**src/rtl/petajon_irq_pkg.sv**
```systemverilog
// Shared types and controller constants for the Petajon irq responder.
// Imported by the responder top and its synchronizer.
package petajon_irq_pkg;

    typedef enum logic [2:0] {
        ST_IDLE,
        ST_RDCAUSE,
        ST_OFFER,
        ST_RSTE,
        ST_HOLD
    } state_e;

    localparam logic [7:0] CAUSE_ADR = 8'h00;
    localparam logic [7:0] RSTE_ADR  = 8'h14;
    localparam logic [7:0] NMI_CAUSE = 8'hFE;
    localparam logic [2:0] NMI_LEVEL = 3'd7;

    // Edge-reset write payload: low cause bits name the source.
    function automatic logic [31:0] rste_data(
        input logic [4:0] src
    );
        return {27'b0, src};
    endfunction

endpackage

```
**src/rtl/petajon_sync2.sv**
```systemverilog
// Two-flop synchronizer for the controller's asynchronous
// irq level and nmi lines.
module petajon_sync2
    import petajon_irq_pkg::*;
#(
    parameter int W = 1
) (
    input  logic         clk_i,
    input  logic         rst_ni,
    input  logic [W-1:0] d,
    output logic [W-1:0] q
);

    logic [W-1:0] meta;

    // Two register stages to settle metastability
    always_ff @(posedge clk_i or negedge rst_ni) begin
        if (!rst_ni) begin
            meta <= '0;
            q    <= '0;
        end else begin
            meta <= d;
            q    <= meta;
        end
    end

endmodule

```
**src/rtl/petajon_irq_responder.sv**
```systemverilog
// CPU-side responder: reads the cause, offers the interrupt
// to the core, then retires the source via edge reset.
module petajon_irq_responder
    import petajon_irq_pkg::*;
#(
    parameter logic [7:0]  pCauseAdr = CAUSE_ADR,
    parameter logic [7:0]  pRsteAdr  = RSTE_ADR,
    parameter logic [7:0]  pNmiCause = NMI_CAUSE,
    parameter int unsigned pTimeout  = 255
) (
    input  logic        clk_i,
    input  logic        rst_ni,
    input  logic [2:0]  irq_i,
    input  logic        nmi_i,
    input  logic [2:0]  im_i,
    input  logic        ie_i,
    output logic        cyc_o,
    output logic        stb_o,
    output logic        we_o,
    output logic [7:0]  adr_o,
    output logic [31:0] dat_o,
    input  logic [31:0] dat_i,
    input  logic        ack_i,
    output logic        req_o,
    output logic        req_nmi_o,
    output logic [2:0]  req_level_o,
    output logic [7:0]  req_cause_o,
    input  logic        core_ack_i,
    output logic        spurious_o,
    output logic        timeout_o
);

    localparam logic [7:0] TMO_LAST = 8'(pTimeout);

    logic [2:0] irq_s;
    logic [2:0] irq_q;
    logic       nmi_s;
    logic       nmi_q;
    logic       nmi_pend;
    logic       nmi_rise;
    logic       nmi_take;
    logic       irq_qual;
    logic [7:0] cnt;
    state_e     state;
    logic       unused_dat;

    petajon_sync2 #(.W(3)) u_sync_irq (
        .clk_i  (clk_i),
        .rst_ni (rst_ni),
        .d      (irq_i),
        .q      (irq_s)
    );

    petajon_sync2 #(.W(1)) u_sync_nmi (
        .clk_i  (clk_i),
        .rst_ni (rst_ni),
        .d      (nmi_i),
        .q      (nmi_s)
    );

    assign nmi_rise = nmi_s & ~nmi_q;
    assign nmi_take = (state == ST_IDLE) & nmi_pend;
    assign irq_qual = ie_i & (irq_s > im_i) & (irq_s == irq_q);
    assign unused_dat = ^dat_i[31:8];

    // Level history for qualification; NMI edges held until taken
    always_ff @(posedge clk_i or negedge rst_ni) begin
        if (!rst_ni) begin
            irq_q    <= 3'd0;
            nmi_q    <= 1'b0;
            nmi_pend <= 1'b0;
        end else begin
            irq_q    <= irq_s;
            nmi_q    <= nmi_s;
            nmi_pend <= nmi_rise | (nmi_pend & ~nmi_take);
        end
    end

    // Service sequencer with all outputs registered
    always_ff @(posedge clk_i or negedge rst_ni) begin
        if (!rst_ni) begin
            state       <= ST_IDLE;
            cnt         <= 8'd0;
            cyc_o       <= 1'b0;
            stb_o       <= 1'b0;
            we_o        <= 1'b0;
            adr_o       <= 8'h00;
            dat_o       <= 32'h0;
            req_o       <= 1'b0;
            req_nmi_o   <= 1'b0;
            req_level_o <= 3'd0;
            req_cause_o <= 8'h00;
            spurious_o  <= 1'b0;
            timeout_o   <= 1'b0;
        end else begin
            spurious_o <= 1'b0;
            timeout_o  <= 1'b0;
            unique case (state)
                ST_IDLE: begin
                    if (nmi_pend) begin
                        req_o       <= 1'b1;
                        req_nmi_o   <= 1'b1;
                        req_level_o <= NMI_LEVEL;
                        req_cause_o <= pNmiCause;
                        state       <= ST_OFFER;
                    end else if (irq_qual) begin
                        req_nmi_o   <= 1'b0;
                        req_level_o <= irq_s;
                        cyc_o       <= 1'b1;
                        stb_o       <= 1'b1;
                        we_o        <= 1'b0;
                        adr_o       <= pCauseAdr;
                        dat_o       <= 32'h0;
                        cnt         <= 8'd1;
                        state       <= ST_RDCAUSE;
                    end
                end
                ST_RDCAUSE: begin
                    if (ack_i) begin
                        cyc_o <= 1'b0;
                        stb_o <= 1'b0;
                        cnt   <= 8'd0;
                        if (dat_i[7:0] == 8'h00) begin
                            spurious_o <= 1'b1;
                            state      <= ST_HOLD;
                        end else begin
                            req_cause_o <= dat_i[7:0];
                            req_o       <= 1'b1;
                            state       <= ST_OFFER;
                        end
                    end else if (cnt == TMO_LAST) begin
                        cyc_o     <= 1'b0;
                        stb_o     <= 1'b0;
                        timeout_o <= 1'b1;
                        cnt       <= 8'd0;
                        state     <= ST_HOLD;
                    end else begin
                        cnt <= cnt + 8'd1;
                    end
                end
                ST_OFFER: begin
                    if (core_ack_i) begin
                        req_o <= 1'b0;
                        cnt   <= 8'd0;
                        if (req_nmi_o) begin
                            state <= ST_HOLD;
                        end else begin
                            cyc_o <= 1'b1;
                            stb_o <= 1'b1;
                            we_o  <= 1'b1;
                            adr_o <= pRsteAdr;
                            dat_o <= rste_data(req_cause_o[4:0]);
                            cnt   <= 8'd1;
                            state <= ST_RSTE;
                        end
                    end
                end
                ST_RSTE: begin
                    if (ack_i || cnt == TMO_LAST) begin
                        cyc_o     <= 1'b0;
                        stb_o     <= 1'b0;
                        we_o      <= 1'b0;
                        dat_o     <= 32'h0;
                        timeout_o <= ~ack_i;
                        cnt       <= 8'd0;
                        state     <= ST_HOLD;
                    end else begin
                        cnt <= cnt + 8'd1;
                    end
                end
                ST_HOLD: begin
                    // Encoder lags edge reset by two clocks
                    if (cnt == 8'd1) begin
                        cnt   <= 8'd0;
                        state <= ST_IDLE;
                    end else begin
                        cnt <= cnt + 8'd1;
                    end
                end
                default: state <= ST_IDLE;
            endcase
        end
    end

endmodule

```
**config.mk**
```make
export PLATFORM = sky130hd
export DESIGN_NAME = petajon_irq_responder
export DESIGN_NICKNAME = d
export VERILOG_FILES = /design/src/rtl/petajon_irq_pkg.sv /design/src/rtl/petajon_sync2.sv /design/src/rtl/petajon_irq_responder.sv
export SDC_FILE = /design/constraint.sdc
export NUM_CORES = 1
export LEC_CHECK = 0
export BUFFER_PORTS_ARGS = -buffer_cell sky130_fd_sc_hd__buf_4
export CORE_UTILIZATION = 45
export CTS_BUF_LIST = sky130_fd_sc_hd__clkbuf_16
export DETAILED_ROUTE_END_ITERATION = 8
export PLACE_DENSITY = 0.76
export SLEW_MARGIN = 15
export SYNTH_ARGS = -nofsm -noshare
export SYNTH_HDL_FRONTEND = slang
export SYNTH_SLANG_ARGS = --single-unit
```
**constraint.sdc**
```tcl
create_clock -name clk_i -period 2.4 [get_ports clk_i]
set_input_delay 0.24 -clock clk_i [delete_from_list [all_inputs] [get_ports clk_i]]
set_output_delay 0.24 -clock clk_i [all_outputs]
set_load 0.005 [all_outputs]
```
==> reports/results.ini <==
[placement]
hpwl_um=3380
post_dp_cell_area_sq_um=2750
port-buffer-count=44
gp_congestion=0.900
post-place-ws_ns=0.300

[power]
pwr-share-seq=0.492
p_clk_frac=0.460
p_leak_uw=0.00142
combPwrFrac=0.048
powerDensity_nw_per_um2=562
swShare=0.196
ir_worst_vdd_mv=0.329
p_int_uw=1320
power.switching_uw=322
design_power_total_uw=1640

[clocking]
post_cts_buffers=0
clk_latency_ns=0.28
numCtsBuffers=5
cts_max_level=2
postCtsHoldBufs=1
cts.repair.resized=0
clk_path_buf_depth=2
cts.sinks=47
clk_pin_slew_ns=0.06
cts-root-buf=clkbuf_16
tritoncts=yes

[critical_path]
crit_path_max_fanout=4
endpoint_kind=flip-flop
cp.buffers_inverters=0
crit_type=reg -> reg
critPathMaxStageDelay_ns=0.41
worstPathArrival_ns=2.27
cp_slowest_cell=dfrtp_1
cp.required_ns=2.57
cp_top_family=compound AO/OA/AOI/OAI gates
critPathLaunchType=flip-flop
crit_chain=ha_1, nor2b_1, o311ai_1, nor2_1, o311ai_2, mux2_2

[synth]
synth_area_leaders=dfrtp_1 48%, buf_4 11%, a21oi_1 4.1%
synth-seq-cells=47
yosysTopAreaCell=dfrtp_1
async_reset_ff_frac=1.00
synth_cell_types=50
yosysWarnings=0
syn-cell-area_sq_um=2440
synth_top_area_share=0.483
synth.avg_cell_area_sq_um=9.91
synthTopCellsByCount=47 x dfrtp_1, 35 x buf_4, 25 x nor2_1
synth.most_common_cell=dfrtp_1
synth_edf_count=0
syn_inst=246
yosys_most_used_dff=dfrtp_1
ys_seq_area_frac=0.483

[timing]
maxSlewHeadroom=0.545
setup_ws_ns=0.296
setup-tns-final_ns=0
rsz0062_at_grt=false
tightestPinTransition_ns=0.679
setup_viol=0
maxSlewViolCount=0
finalHoldViolCount=0
skew_ns=0.00438
fmax_ghz=0.475
period_needed_ns=2.10
period_share=0.877

[finish]
antenna_cells=0
final_layout_size_suffix_gt1_frac=0.242
nNetsFinal=347
fill_cells=469
syn2layout_area_growth_pct=20.0
seq_area_sq_um=1180
postLayoutCellArea_sq_um=2920
multi_input_area_sq_um=1050

[min_path]
min_path_type=in -> reg

[routing]
wl_per_cell_um=12.6
wl_met2_um=2200
remaining_drc_errors=0
drt.antenna.violating_nets=0
viasPerCell=5.21
drt_iter0_drc=124
met3_length_um=304
dr.pass1.iters=4
met1_length_um=2050
wl_um=4630
top_layer=met4
vias=1916

[grt]
grt_pass1_vias=1722
antenna_found_initial=0
grt_overflow=0
grt_usage=0.185
grt_max_degree=48
grt_pass1_wl_um=7840

[floorplan]
rows=26
num_io_pins=102
dieHeight_um=75.6
coreArea_sq_um=5170
start_util=0.471
dieArea_sq_um=5710
die_w_um=75.6

[run_status]
outcome=finished clean

[flow_run]
maxCapViolCount=0

-- cell families (layout without fill, tap and decap cells) --
| kind of cell | Yosys count | after routing | share of synthesized area |
|---|---|---|---|
| AOI/OAI and AO/OA | 67 | 67 | 0.183 |
| xor gates and xnor gates | 3 | 3 | 0.0108 |
| adders and majority gates | 5 | 5 | 0.0257 |
| buffers and inverters | 51 | 71 | 0.137 |
| DFF | 47 | 47 | 0.483 |
| muxes | 6 | 6 | 0.0262 |
| other | 1 | 33 | 0.00154 |
| and+or+nand+nor | 66 | 66 | 0.134 |
-- through the flow --
| step | hold slack, ns | util | cells |
|---|---|---|---|
| detailed placement | 0.284 | 0.531 | 360 |
| finish | 0.0609 | 0.565 | 368 |
| CTS | 0.0540 | 0.565 | 368 |
| floorplan | -0.0556 | - | 278 |
| global placement | 0.282 | 0.531 | 360 |
| global route | 0.0510 | 0.565 | 368 |
-- flip-flops by register name, indices dropped and copies added (netlist names) --
| register | cells |
|---|---|
| u_sync_nmi.meta | 1 |
| req_level_o | 3 |
| req_cause_o | 8 |
| cnt | 8 |
| u_sync_nmi.q | 1 |
| irq_q | 3 |
| dat_o | 5 |
| nmi_q | 1 |
| spurious_o | 1 |
| stb_o | 1 |
| req_nmi_o | 1 |
| u_sync_irq.q | 3 |
| we_o | 1 |
| state | 3 |
| adr_o | 1 |
| timeout_o | 1 |
| u_sync_irq.meta | 3 |
| req_o | 1 |
| nmi_pend | 1 |
-- placed cells by master (no fill, tap or decap), drive strengths merged, types with 2 or more instances in the layout --
master,synthesis,routed
buf,38,53
dfrtp,47,47
conb,1,33
nor2,25,25
a21oi,20,20
nand2,13,13
o21ai,12,12
inv,10,10
a31oi,5,5
a22o,5,5
ha,5,5
clkbuf,3,5
nor2b,4,4
o211ai,4,4
nor3,4,4
nand3,3,3
xnor2,3,3
mux2,3,3
mux2i,3,3
nand2b,3,3
o22a,3,3
or4,2,2
o22ai,2,2
o21a,2,2
a31o,2,2
a21o,2,2
and3,2,2
o31ai,2,2
and2,2,2
o311ai,2,2
or2,2,2
-- layer usage --
| layer | GRT usage | up-vias |
|---|---|---|
| li1 | - | 902 |
| met1 | 0.250 | 930 |
| met2 | 0.291 | 77 |
| met3 | 0.0423 | 7 |
| met4 | 0.0720 | 0 |
| met5 | 0 | - |
-- final timing paths --
kind	end	slack, ns	cells past startpoint	start
worst max-delay path	state[1]	0.30	6	u_sync_irq.q[1]
worst min-delay path	u_sync_irq.meta[2]	0.06	1	irq_i[2]
worst max register to register	state[1]	0.30	6	u_sync_irq.q[1]
worst min register to register	u_sync_irq.q[1]	0.35	0	u_sync_irq.meta[1]
max in group asynchronous	cnt[2]	1.52	2	rst_ni
min in group asynchronous	u_sync_irq.meta[0]	0.50	2	rst_ni
-- layout make-up --
class / count / share of cell area
inverter: 10 / 0.0128
tap: 70 / 0.0300
clock inverter: 2 / 0.0128
clock buffer: 5 / 0.0428
sequential: 47 / 0.402
timing repair buffer: 54 / 0.139
multi-input combinational: 180 / 0.360
-- power groups by stage --
stage | clock network, uW | logic (uW) | registers (uW)
global placement | 0 | 76.2 | 822
global route | 804 | 93.7 | 809
detailed placement | 0 | 77.8 | 823
CTS | 779 | 79.5 | 808
finish | 756 | 78.3 | 808
floorplan | 0 | 69.5 | 822
Power figures use the tool's default switching activity.
